**src/rtl/collision_detect.sv**
```systemverilog
// collision_detect: pixel-stream collision detector for the Pong datapath.
// Latches sticky ball hit flags during the active frame, publishes one
// prioritised hit code per frame at the publish cycle and holds it across
// the vsync pulse. Optional macro PONG_SCORE_EN builds goal scoring,
// goal_lock/serve handling and game_over; without it those outputs are 0.
module collision_detect #(
   parameter int unsigned H_ACTIVE  = 640,
   parameter int unsigned V_ACTIVE  = 480,
   parameter int unsigned WALL_W    = 8,
   parameter int unsigned GOAL_W    = 8,
   parameter int unsigned MAX_SCORE = 9,
   parameter int unsigned SCORE_W   = 4
) (
   input  logic               clk,
   input  logic               reset,
   input  logic [9:0]         hcount,
   input  logic [9:0]         vcount,
   input  logic               vsync,
   input  logic               ball_pix,
   input  logic               pad1_pix,
   input  logic               pad2_pix,
   input  logic               serve,
   output logic               collision,
   output logic [2:0]         hit_code,
   output logic [SCORE_W-1:0] score1,
   output logic [SCORE_W-1:0] score2,
   output logic               game_over
);

   localparam int unsigned CNT_W   = 10;
   localparam int unsigned FLAG_W  = 6;
   localparam int unsigned CODE_W  = 3;

   // Flag bit positions, listed in priority order (lowest index wins).
   localparam int unsigned F_TOP = 0;
   localparam int unsigned F_BOT = 1;
   localparam int unsigned F_P1  = 2;
   localparam int unsigned F_P2  = 3;
   localparam int unsigned F_GL  = 4;
   localparam int unsigned F_GR  = 5;

   localparam logic [CODE_W-1:0] CODE_NONE = CODE_W'(0);
   localparam logic [CODE_W-1:0] CODE_GL   = CODE_W'(5);
   localparam logic [CODE_W-1:0] CODE_GR   = CODE_W'(6);

   typedef enum logic {
      SCAN = 1'b0,
      HOLD = 1'b1
   } state_t;

   state_t              state;
   state_t              state_nxt;
   logic                vsync_q;
   logic [FLAG_W-1:0]   flags;
   logic [FLAG_W-1:0]   pix_hits_c;
   logic [CODE_W-1:0]   code_c;
   logic                active_c;
   logic                publish_c;
   logic                vs_rise_c;

   assign active_c  = (hcount < CNT_W'(H_ACTIVE)) && (vcount < CNT_W'(V_ACTIVE));
   assign publish_c = (hcount == CNT_W'(0)) && (vcount == CNT_W'(V_ACTIVE));
   assign vs_rise_c = !vsync_q && vsync;

   // Per-pixel hit classification for the current raster position.
   always_comb begin
      pix_hits_c        = '0;
      pix_hits_c[F_TOP] = ball_pix && (vcount <  CNT_W'(WALL_W));
      pix_hits_c[F_BOT] = ball_pix && (vcount >= CNT_W'(V_ACTIVE - WALL_W));
      pix_hits_c[F_P1]  = ball_pix && pad1_pix;
      pix_hits_c[F_P2]  = ball_pix && pad2_pix;
      pix_hits_c[F_GL]  = ball_pix && (hcount <  CNT_W'(GOAL_W));
      pix_hits_c[F_GR]  = ball_pix && (hcount >= CNT_W'(H_ACTIVE - GOAL_W));
   end

   // Priority encoder over the sticky flags: top>bot>p1>p2>gl>gr.
   always_comb begin
      code_c = CODE_NONE;
      if (flags[F_TOP])      code_c = CODE_W'(1);
      else if (flags[F_BOT]) code_c = CODE_W'(2);
      else if (flags[F_P1])  code_c = CODE_W'(3);
      else if (flags[F_P2])  code_c = CODE_W'(4);
      else if (flags[F_GL])  code_c = CODE_GL;
      else if (flags[F_GR])  code_c = CODE_GR;
   end

   // State register.
   always_ff @(posedge clk or posedge reset) begin
      if (reset) state <= SCAN;
      else       state <= state_nxt;
   end

   // Next state: publish enters (or re-enters) HOLD; vsync rise returns to SCAN.
   always_comb begin
      state_nxt = state;
      case (state)
         SCAN: if (publish_c) state_nxt = HOLD;
         HOLD: begin
            if (publish_c)      state_nxt = HOLD;
            else if (vs_rise_c) state_nxt = SCAN;
         end
         default: state_nxt = SCAN;
      endcase
   end

   // vsync delay for edge detection.
   always_ff @(posedge clk or posedge reset) begin
      if (reset) vsync_q <= 1'b1;
      else       vsync_q <= vsync;
   end

   // Sticky flags: accumulate during active SCAN, cleared on publish.
   always_ff @(posedge clk or posedge reset) begin
      if (reset)                           flags <= '0;
      else if (publish_c)                  flags <= '0;
      else if (state == SCAN && active_c)  flags <= flags | pix_hits_c;
   end

   // Published collision level and hit code, held until the vsync rise.
   always_ff @(posedge clk or posedge reset) begin
      if (reset) begin
         collision <= 1'b0;
         hit_code  <= CODE_NONE;
      end else if (publish_c) begin
         collision <= |flags;
         hit_code  <= code_c;
      end else if (state == HOLD && vs_rise_c) begin
         collision <= 1'b0;
         hit_code  <= CODE_NONE;
      end
   end

`ifdef PONG_SCORE_EN
   logic goal_lock;
   logic score_c;

   assign score_c = publish_c && ((code_c == CODE_GL) || (code_c == CODE_GR))
                    && !goal_lock && !game_over;

   // Goal scoring with per-serve lock; scores freeze once game_over is set.
   always_ff @(posedge clk or posedge reset) begin
      if (reset) begin
         score1    <= '0;
         score2    <= '0;
         game_over <= 1'b0;
         goal_lock <= 1'b0;
      end else if (score_c) begin
         goal_lock <= 1'b1;
         if (code_c == CODE_GL) begin
            score2 <= score2 + SCORE_W'(1);
            if (score2 + SCORE_W'(1) == SCORE_W'(MAX_SCORE)) game_over <= 1'b1;
         end else begin
            score1 <= score1 + SCORE_W'(1);
            if (score1 + SCORE_W'(1) == SCORE_W'(MAX_SCORE)) game_over <= 1'b1;
         end
      end else if (serve) begin
         goal_lock <= 1'b0;
      end
   end
`else
   logic unused_serve;

   assign unused_serve = serve;
   assign score1       = '0;
   assign score2       = '0;
   assign game_over    = 1'b0;
`endif

endmodule
```
**config.mk**
```make
export PLATFORM = sky130hd
export DESIGN_NAME = collision_detect
export DESIGN_NICKNAME = d
export VERILOG_FILES = /design/src/rtl/collision_detect.sv
export SDC_FILE = /design/constraint.sdc
export NUM_CORES = 1
export LEC_CHECK = 0
export CAP_MARGIN = 20
export CORE_MARGIN = 5
export CORE_UTILIZATION = 30
export CTS_CLUSTER_DIAMETER = 50
export DETAILED_ROUTE_END_ITERATION = 6
export GPL_TIMING_DRIVEN = 0
export PLACE_DENSITY = 0.72
export SLEW_MARGIN = 30
export SYNTH_ARGS = -nofsm -noshare
export SYNTH_HDL_FRONTEND = slang
export SYNTH_SLANG_ARGS = --single-unit
```
**constraint.sdc**
```tcl
create_clock -name clk -period 1.1 [get_ports clk]
set_input_delay 0.165 -clock clk [delete_from_list [all_inputs] [get_ports clk]]
set_output_delay 0.165 -clock clk [all_outputs]
set_load 0.1 [all_outputs]
```
==> results.sh, run 1 <==
export IMPL_share_comb_of_total_power=0.287
export IMPL_ir_worst_vdd_mv=0.964
export IMPL_synth_avg_cell_area_um2=9.41
export IMPL_hold_class="input port to asynchronous set/reset pin"
export IMPL_synth_top_family_by_area="simple AND/OR/NAND/NOR gates"
export IMPL_final_nets=155
export IMPL_arrival_ns=1.58
export IMPL_place_ws_ns=-0.986
export IMPL_netSwitchingFraction=0.317
export IMPL_synth_simple_area_share=0.282
export IMPL_die_h_um=59.1
export IMPL_gr_usage_all_layers=0.123
export IMPL_fin_crit_sh=1.25
export IMPL_vias_per_cell=4.66
export IMPL_clock_sinks=12
export IMPL_grt_pass1_vias=743
export IMPL_design_power_total_mw=1.14
export IMPL_antenna_found_initial=0
export IMPL_synthAdderAreaFrac=0
export IMPL_cts_inserted_buffers=3
export IMPL_n_fill_cell=220
export IMPL_initial_core_util=0.321
export IMPL_setup_violations_final=11
export IMPL_drtPass1Iterations=4
export IMPL_ys_ff_latch=12
export IMPL_crit_path_end_kind="flip-flop"
export IMPL_setup_ws_ns=-0.278
export IMPL_cts_max_level=1
export IMPL_cts_root_buffer="clkbuf_4"
export IMPL_grt_start_max_net_pins=13
export IMPL_synth_compound_area_frac=0.107
export IMPL_synth_cell_types=32
export IMPL_routed_wl_um=2080
export IMPL_grt_pass1_wl_um=3190
export IMPL_hold_violations=0
export IMPL_required_ns=1.30
export IMPL_muxShareOfSynthArea=0.0553
export IMPL_seq_power_share=0.407
export IMPL_path_clk_slew_ns=0.08
export IMPL_yosysWarnings=0
export IMPL_cp_startpoint="hcount[7]"
export IMPL_internal_power_uw=780
export IMPL_slew_viol_final=0
export IMPL_gp_congestion=0.810
export IMPL_power_density_nw_per_um2=919
export IMPL_fin_crit_ns=1.38
export IMPL_rows=17
export IMPL_status="finished with violations"
export IMPL_p_leak_nw=0.572
export IMPL_fmax_ghz=0.726
export IMPL_drc=0
export IMPL_dp_hpwl_um=1470
export IMPL_synthCells=77
export IMPL_violations="negative setup slack"
export IMPL_crit_fanout=5
export IMPL_avgRoutedWirePerCell_um=13.4
export IMPL_die_area_um2=3500
export IMPL_cap_violations=0
export IMPL_critPathKind="input port to flip-flop"
export IMPL_fp_coreArea_um2=2250
export IMPL_r2r_start="state$_DFF_PP0_"
export IMPL_diodes=0
export IMPL_finClkSkew_ns=0.00826
export IMPL_syn_area_um2=724
export IMPL_io_pins=40
export IMPL_synth_xor_area_frac=0
export IMPL_grt_overflow=0
export IMPL_p_clk_frac=0.306
export IMPL_drt_iter0_drc=15
export IMPL_clk_latency_ns=0.27
export IMPL_clockBufferDepth=2
export IMPL_postRouteAntennaNets=0
export IMPL_rsz0062_at_grt="yes"
export IMPL_drive_gt1_frac=0.409
export IMPL_area_growth_pct=71.7
export IMPL_cts_tree="built"
export IMPL_p_switching_uw=363
export IMPL_worstSetupStartpointType="input port"
export IMPL_ys_seq_area_frac=0.416
export IMPL_chipWidth_um=59.1
export IMPL_port_buffers=29
export IMPL_vias=723
export IMPL_finish_utilization=0.552
placed cells by master (no fill, tap or decap), drive strengths merged, types with 3 or more instances in the layout:
cell type	Yosys	final
mux2i	4	4
dfrtp	11	11
dlymetal6s2s	0	3
a21oi	3	3
conb	1	9
nand2	6	6
clkdlybuf4s50	0	13
clkbuf	2	7
buf	10	29
a31oi	4	4
nor4	4	4
nor2	9	9
state kept, by name, indices dropped and copies added (netlist names):
name       flops
collision      1
flags          6
hit_code       3
state          1
vsync_q        1
cells by family after synthesis:
logic type / count (synthesis)
buffers and inverters: 14
muxes: 4
DFF: 12
other: 1
and+or+nand+nor: 34
AOI/OAI and AO/OA: 12
Yosys cell counts, drive strengths merged:
library cell	number	area [um2]
nor2b	1	6.26
and3	1	6.26
nand3b	1	7.51
o21ai	1	5.00
or2	1	6.26
clkbuf	2	7.51
buf	10	82.6
or4	2	18.8
nand2	6	22.5
nand4	1	6.26
nor3	1	5.00
conb	1	3.75
a41oi	1	8.76
nand2b	2	12.5
dfrtp	11	275
nand3	2	10.0
o21bai	1	7.51
a21o	1	8.76
or3	1	6.26
a31oi	4	25.0
nor2	9	33.8
inv	2	7.51
dfstp	1	26.3
a211oi	1	7.51
or3b	1	8.76
a21oi	3	15.0
and4b	1	13.8
nor4	4	40.0
mux2i	4	40.0
final cells by class:
cell class	instances	area [um2]	share of cell area
Tap cell	28	35.0	0.0282
Sequential cell	12	302	0.242
Timing Repair Buffer	40	373	0.300
Clock buffer	4	36.3	0.0292
Inverter	2	7.51	0.00604
Buffer	10	82.6	0.0664
Multi-Input combinational cell	59	408	0.328
metal layers:
metal,vias to the layer above,track usage,part of all wire
li1,356,-,-
met1,339,0.128,0.38
met2,28,0.235,0.55
met3,0,0.0458,0.067
met4,0,0.0194,0
met5,-,0,0
metrics by stage:
| step | area (um2) | hold WS [ns] | std cells | TNS, ns |
|---|---|---|---|---|
| 2_1_floorplan | 754 | 0.0290 | 85 | -3.50 |
| 3_3_place_gp | 1080 | 0.496 | 142 | -11.63 |
| 3_5_place_dp | 1080 | 0.505 | 142 | -12.09 |
| 4_1_cts | 1220 | 0.202 | 156 | -3.41 |
| 5_1_grt | 1240 | 0.227 | 155 | -2.92 |
| 6_report | 1240 | 0.192 | 155 | -2.36 |
critical path: stages:
cell	delay, ns
buf_6	0.09
or4_4	0.53
nor4_4	0.16
and4b_4	0.32
buf_8	0.13
mux2i_1	0.17
repair_timing:
item,CTS,global route
setup buffers,10,1
hold buffers,0,0
gates cloned,1,0
setup endpoints to repair,15,14
pin swaps,4,8
resized for setup,51,22
power groups by stage:
| stage | registers [mW] | clock network (mW) | logic [mW] |
|---|---|---|---|
| after detailed placement | 0.472 | 0 | 0.308 |
| after global routing | 0.466 | 0.377 | 0.345 |
| final | 0.464 | 0.350 | 0.328 |
| after floorplan | 0.469 | 0 | 0.198 |
| after CTS | 0.463 | 0.359 | 0.313 |
| after global placement | 0.471 | 0 | 0.305 |
worst paths after layout:
path | slack [ns] | end | cells past startpoint
setup / recovery | -0.28 | hit_code[0]$_DFFE_PP0P_ | 6
hold / removal | 0.19 | flags[2]$_DFFE_PP0P_ | 2
setup reg to reg | -0.08 | flags[5]$_DFFE_PP0P_ | 4
hold reg to reg | 0.54 | state$_DFF_PP0_ | 1
max in group asynchronous | 0.56 | vsync_q$_DFF_PP1_ | 2
min in group clk | 0.33 | flags[0]$_DFFE_PP0P_ | 4
Note: power is estimated with default switching activity, not from simulation.
==> inputs of run 2 (changes only) <==
--- a/config.mk
+++ b/config.mk
@@ -7,11 +7,11 @@
 export LEC_CHECK = 0
 export CAP_MARGIN = 20
 export CORE_MARGIN = 5
-export CORE_UTILIZATION = 30
+export CORE_UTILIZATION = 34
 export CTS_CLUSTER_DIAMETER = 50
 export DETAILED_ROUTE_END_ITERATION = 6
 export GPL_TIMING_DRIVEN = 0
-export PLACE_DENSITY = 0.72
+export PLACE_DENSITY = 0.8
 export SLEW_MARGIN = 30
 export SYNTH_ARGS = -nofsm -noshare
 export SYNTH_HDL_FRONTEND = slang
==> run 2 against run 1 <==
Against the previous run: the run still ends with negative setup slack left; flip-flop and latch count did not move; clock skew rose by 0.0018 ns; worst hold slack improved by 0.016 ns; power fell by 7.6%; final cell count fell by 5.2%; critical path depth rose by 1; first-iteration DRC count rose by 87%; setup slack got worse by 0.0019 ns; core utilization rose by 4.0 points; non-clock buffer count fell by 7; register-to-register slack improved by 0.05 ns; combinational power fell by 4%.
==> results.sh, run 2 (same netlist as run 1, synthesis figures left out) <==
export IMPL_final_cell_mix="13 x clkdlybuf4s50_1, 12 x buf_4, 11 x dfrtp_1, 9 x conb_1"
export IMPL_reg2reg_slack_ns=-0.03
export IMPL_setup_violations_final=11
export IMPL_cts_max_level=1
export IMPL_routed_wl_um=1930
export IMPL_vias=692
export IMPL_die_area_um2=3150
export IMPL_path_clk_slew_ns=0.08
export IMPL_crit_path_end_kind="flip-flop"
export IMPL_crit_fanout=5
export IMPL_critPathKind="input port to flip-flop"
export IMPL_clockBufferDepth=2
export IMPL_reg_largest_list="flags (6), hit_code (3)"
export IMPL_grt_overflow=0
export IMPL_grt_start_max_net_pins=13
export IMPL_drc=0
export IMPL_largest_reg_flops=6
export IMPL_reg2reg_to="collision$_DFFE_PP0P_"
export IMPL_clk_latency_ns=0.27
export IMPL_rr_worst_depth=3
export IMPL_gr_usage_all_layers=0.122
export IMPL_io_pins=40
export IMPL_drive_gt1_frac=0.358
export IMPL_worstSetupStartpointType="input port"
export IMPL_chipWidth_um=56.2
export IMPL_ir_worst_vdd_mv=0.492
export IMPL_power_density_nw_per_um2=891
export IMPL_hold_class="input port to asynchronous set/reset pin"
export IMPL_hold_ws_ns=0.208
export IMPL_diodes=0
export IMPL_slew_viol_final=0
export IMPL_vias_per_cell=4.71
export IMPL_rows=16
export IMPL_placedCellCount=141
export IMPL_die_h_um=56.2
export IMPL_fin_crit_sh=1.25
export IMPL_arrival_ns=1.53
export IMPL_area_growth_pct=63.6
export IMPL_fin_cells=147
export IMPL_setup_ws_ns=-0.280
export IMPL_antenna_found_initial=0
export IMPL_cts_inserted_buffers=3
export IMPL_fmax_ghz=0.725
export IMPL_fin_crit_ns=1.38
export IMPL_initial_core_util=0.362
export IMPL_r2r_start="flags[3]$_DFFE_PP0P_"
export IMPL_gp_congestion=0.762
export IMPL_finClkSkew_ns=0.0100
export IMPL_grt_pass1_wl_um=3060
export IMPL_dp_hpwl_um=1500
export IMPL_regArea_um2=302
export IMPL_grt_pass1_vias=705
export IMPL_rsz0062_at_grt="yes"
export IMPL_cts_tree="built"
export IMPL_final_common_cell="clkdlybuf4s50_1"
export IMPL_postRouteAntennaNets=0
export IMPL_port_buffers=29
export IMPL_status="finished with violations"
export IMPL_avgRoutedWirePerCell_um=13.1
export IMPL_drt_iter0_drc=28
export IMPL_clock_sinks=12
export IMPL_cap_violations=0
export IMPL_violations="negative setup slack"
export IMPL_cts_root_buffer="clkbuf_4"
export IMPL_fp_coreArea_um2=2000
export IMPL_hold_violations=0
export IMPL_p_leak_nw=0.527
export IMPL_final_nets=148
export IMPL_n_fill_cell=169
export IMPL_multi_input_area_um2=412
export IMPL_top_register="flags"
export IMPL_required_ns=1.25
export IMPL_drtPass1Iterations=4
==> run 2: worst max-delay path: stages <==
cell and delay, ns:
buf_6 0.09, or4_4 0.53, nor4_4 0.16, and4b_4 0.30
buf_4 0.13, buf_12 0.11, nor2_2 0.04
==> run 2: how the worst max path moves through the flow <==
stage	from	end	slack, ns	cells past startpoint
CTS	hcount[3]	hit_code[2]$_DFFE_PP0P_	-0.35	6
global route	hcount[3]	hit_code[2]$_DFFE_PP0P_	-0.29	6
finish	hcount[3]	flags[1]$_DFFE_PP0P_	-0.28	7
global placement	vcount[6]	hit_code[0]$_DFFE_PP0P_	-0.92	7
detailed placement	vcount[6]	hit_code[2]$_DFFE_PP0P_	-0.97	7
floorplan	hcount[8]	collision$_DFFE_PP0P_	-0.38	5
==> run 2: power breakdown <==
part           switching (mW)  internal (mW)
registers              0.0104          0.454
clock network           0.138          0.140
logic                   0.199          0.114
total                   0.347          0.708
==> run 2: routing by layer <==
metal  global-route usage  routed length [um]  part of all wire  vias up
li1                     -                   -                 -      343
met3               0.0487                 122             0.063        2
met2                0.204                1020              0.53       22
met4               0.0203                   8            0.0042        0
met5                    0                   0                 0        -
met1                0.148                 777              0.40      325
==> run 2: area by class of cell <==
type,count,area share
inverters,2,0.00634
multi-input cells,59,0.347
clock buffers,4,0.0222
repair buffers,33,0.271
well taps,27,0.0285
flip-flops and latches,12,0.254
plain buffers,10,0.0697
==> run 2: per-stage QoR <==
step	setup slack, ns	util	cell area, um2	setup TNS [ns]	power (mW)
floorplan	-0.381	-	754	-3.50	0.667
global placement	-0.925	0.539	1080	-11.46	0.775
detailed placement	-0.971	0.539	1080	-11.95	0.780
CTS	-0.353	0.589	1180	-3.53	1.06
global route	-0.293	0.592	1180	-2.82	1.12
finish	-0.280	0.592	1180	-2.69	1.06
==> run 2: what timing repair did <==
action	in CTS	in global routing
hold buffers	0	0
buffers inserted	3	1
pin swaps	7	5
setup endpoints to repair	15	15
gates resized for setup	55	17
gates cloned	1	0
==> inputs of run 3 (changes only) <==
--- a/config.mk
+++ b/config.mk
@@ -5,10 +5,9 @@
 export SDC_FILE = /design/constraint.sdc
 export NUM_CORES = 1
 export LEC_CHECK = 0
-export CAP_MARGIN = 20
-export CORE_MARGIN = 5
 export CORE_UTILIZATION = 34
 export CTS_CLUSTER_DIAMETER = 50
+export CTS_CLUSTER_SIZE = 24
 export DETAILED_ROUTE_END_ITERATION = 6
 export GPL_TIMING_DRIVEN = 0
 export PLACE_DENSITY = 0.8
==> run 3 against run 2 <==
Against the previous run: the run still ends with negative setup slack left; worst hold slack got worse by 0.034 ns; design area rose by 1.1%; non-clock buffer count rose by 5; critical path depth unchanged; register-to-register slack worse by 0.23 ns; global-route usage is 5.2 points higher; clock-buffer cell count is the same; routed wire length up 2.4%; die area decreased by 26%; power is 0.74% higher.
==> results.sh, run 3 (same netlist as run 1, synthesis figures left out) <==
export IMPL_chipWidth_um=48.2
export IMPL_worstSetupStartpointType="input port"
export IMPL_crit_path_end_kind="flip-flop"
export IMPL_vias_per_cell=4.80
export IMPL_port_buffers=29
export IMPL_cts_tree="built"
export IMPL_path_clk_slew_ns=0.07
export IMPL_slew_viol_final=0
export IMPL_hold_violations=0
export IMPL_drc=0
export IMPL_rsz0062_at_grt="yes"
export IMPL_ir_worst_vdd_mv=0.628
export IMPL_setup_ws_ns=-0.312
export IMPL_clockBufferDepth=2
export IMPL_reg_largest_list="flags (6), hit_code (3)"
export IMPL_cts_max_level=1
export IMPL_die_area_um2=2320
export IMPL_finish_utilization=0.604
export IMPL_initial_core_util=0.366
export IMPL_clock_sinks=12
export IMPL_hold_class="input port to asynchronous set/reset pin"
export IMPL_cp_startpoint="hcount[4]"
export IMPL_cap_violations=0
export IMPL_crit_fanout=5
export IMPL_rows=16
export IMPL_reg2reg_to="flags[2]$_DFFE_PP0P_"
export IMPL_n_fill_cell=164
export IMPL_arrival_ns=1.57
export IMPL_status="finished with violations"
export IMPL_grt_start_max_net_pins=13
export IMPL_cts_inserted_buffers=3
export IMPL_place_ws_ns=-0.995
export IMPL_clk_latency_ns=0.28
export IMPL_routed_wl_um=1970
export IMPL_largest_reg_flops=6
export IMPL_io_pins=40
export IMPL_hold_ws_ns=0.175
export IMPL_power_density_nw_per_um2=888
export IMPL_grt_overflow=0
export IMPL_p_leak_nw=0.544
export IMPL_p_clk_frac=0.268
export IMPL_setup_violations_final=11
export IMPL_fp_coreArea_um2=1980
export IMPL_avgRoutedWirePerCell_um=13.0
export IMPL_top_register="flags"
export IMPL_fmax_ghz=0.708
export IMPL_cts_root_buffer="clkbuf_4"
export IMPL_final_cell_mix="16 x buf_4, 15 x clkdlybuf4s50_1, 11 x dfrtp_1, 9 x conb_1, 8 x nor2_1"
export IMPL_share_comb_of_total_power=0.295
export IMPL_endpoint="flags[0]$_DFFE_PP0P_"
export IMPL_fin_crit_sh=1.28
export IMPL_drive_gt1_frac=0.312
export IMPL_finClkSkew_ns=0.00910
export IMPL_dp_hpwl_um=1290
export IMPL_required_ns=1.26
export IMPL_fin_crit_ns=1.41
export IMPL_final_common_cell="buf_4"
export IMPL_antenna_found_initial=0
export IMPL_postRouteAntennaNets=0
export IMPL_gp_congestion=0.690
export IMPL_netSwitchingFraction=0.331
export IMPL_internal_power_uw=712
export IMPL_rr_worst_depth=5
export IMPL_final_nets=153
export IMPL_area_growth_pct=65.3
export IMPL_seq_power_share=0.437
export IMPL_vias=730
export IMPL_drtPass1Iterations=4
export IMPL_violations="negative setup slack"
export IMPL_p_switching_uw=352
export IMPL_critPathKind="input port to flip-flop"
export IMPL_drt_iter0_drc=34
export IMPL_grt_pass1_wl_um=2680
export IMPL_setup_tns_final_ns=-3.06
export IMPL_diodes=0
export IMPL_reg2reg_slack_ns=-0.26
export IMPL_gr_usage_all_layers=0.173
export IMPL_grt_pass1_vias=605
export IMPL_die_h_um=48.2
export IMPL_r2r_start="state$_DFF_PP0_"
run 3: cell count changes in the layout (fill, tap and decap cells not counted), sizes merged:
cell | previous run | this run
clkdlybuf4s50 | 13 | 15
dlygate4sd2 | 3 | 5
dlymetal6s2s | 2 | 1
clkbuf | 7 | 5
clkdlybuf4s15 | 1 | 0
buf | 21 | 26
run 3: worst min-delay path by stage:
stage / from / end / slack [ns] / cells after the start
2_1_floorplan: reset / collision$_DFFE_PP0P_ / 0.03 / 1
3_3_place_gp: reset / state$_DFF_PP0_ / 0.49 / 2
3_5_place_dp: reset / flags[3]$_DFFE_PP0P_ / 0.50 / 2
4_1_cts: reset / flags[5]$_DFFE_PP0P_ / 0.19 / 2
5_1_grt: reset / flags[2]$_DFFE_PP0P_ / 0.23 / 2
6_report: reset / flags[2]$_DFFE_PP0P_ / 0.17 / 2
run 3: critical path, cell delays in order:
cell and delay, ns:
buf_6 0.09, or4_4 0.54, nor4_4 0.18, and4b_4 0.30, buf_4 0.14, buf_16 0.11
nor2_1 0.05
run 3: per-stage QoR:
step / power, mW / instances / instance area, um2
detailed placement: 0.780 / 141 / 1080
finish: 1.06 / 152 / 1200
global route: 1.11 / 152 / 1200
CTS: 1.06 / 151 / 1170
global placement: 0.776 / 141 / 1080
floorplan: 0.667 / 85 / 754
run 3: metal layers:
| layer | GRT usage | part of all wire |
|---|---|---|
| met5 | 0 | 0 |
| met3 | 0.0593 | 0.075 |
| met2 | 0.280 | 0.54 |
| met4 | 0.0333 | 0.0051 |
| met1 | 0.226 | 0.38 |
run 3: power by group through the flow:
| stage | sequential [mW] | clock [mW] | combinational [mW] |
|---|---|---|---|
| floorplan | 0.469 | 0 | 0.198 |
| global placement | 0.471 | 0 | 0.304 |
| detailed placement | 0.472 | 0 | 0.308 |
| CTS | 0.463 | 0.294 | 0.306 |
| global route | 0.466 | 0.318 | 0.332 |
| finish | 0.464 | 0.286 | 0.314 |
run 3: final cells by class:
cell class / count / area [um2] / share of cell area
plain buffers: 11 / 86.3 / 0.0721
inverters: 2 / 7.51 / 0.00627
flip-flops and latches: 12 / 302 / 0.252
multi-input cells: 59 / 372 / 0.310
repair buffers: 37 / 370 / 0.309
clock buffers: 4 / 26.3 / 0.0219
well taps: 27 / 33.8 / 0.0282
run 3: repair_timing:
action / CTS / global route
pin swaps: 3 / 2
hold buffers: 0 / 0
cloned: 1 / 0
buffers inserted: 6 / 1
gates resized for setup: 49 / 8
setup endpoints to repair: 15 / 14
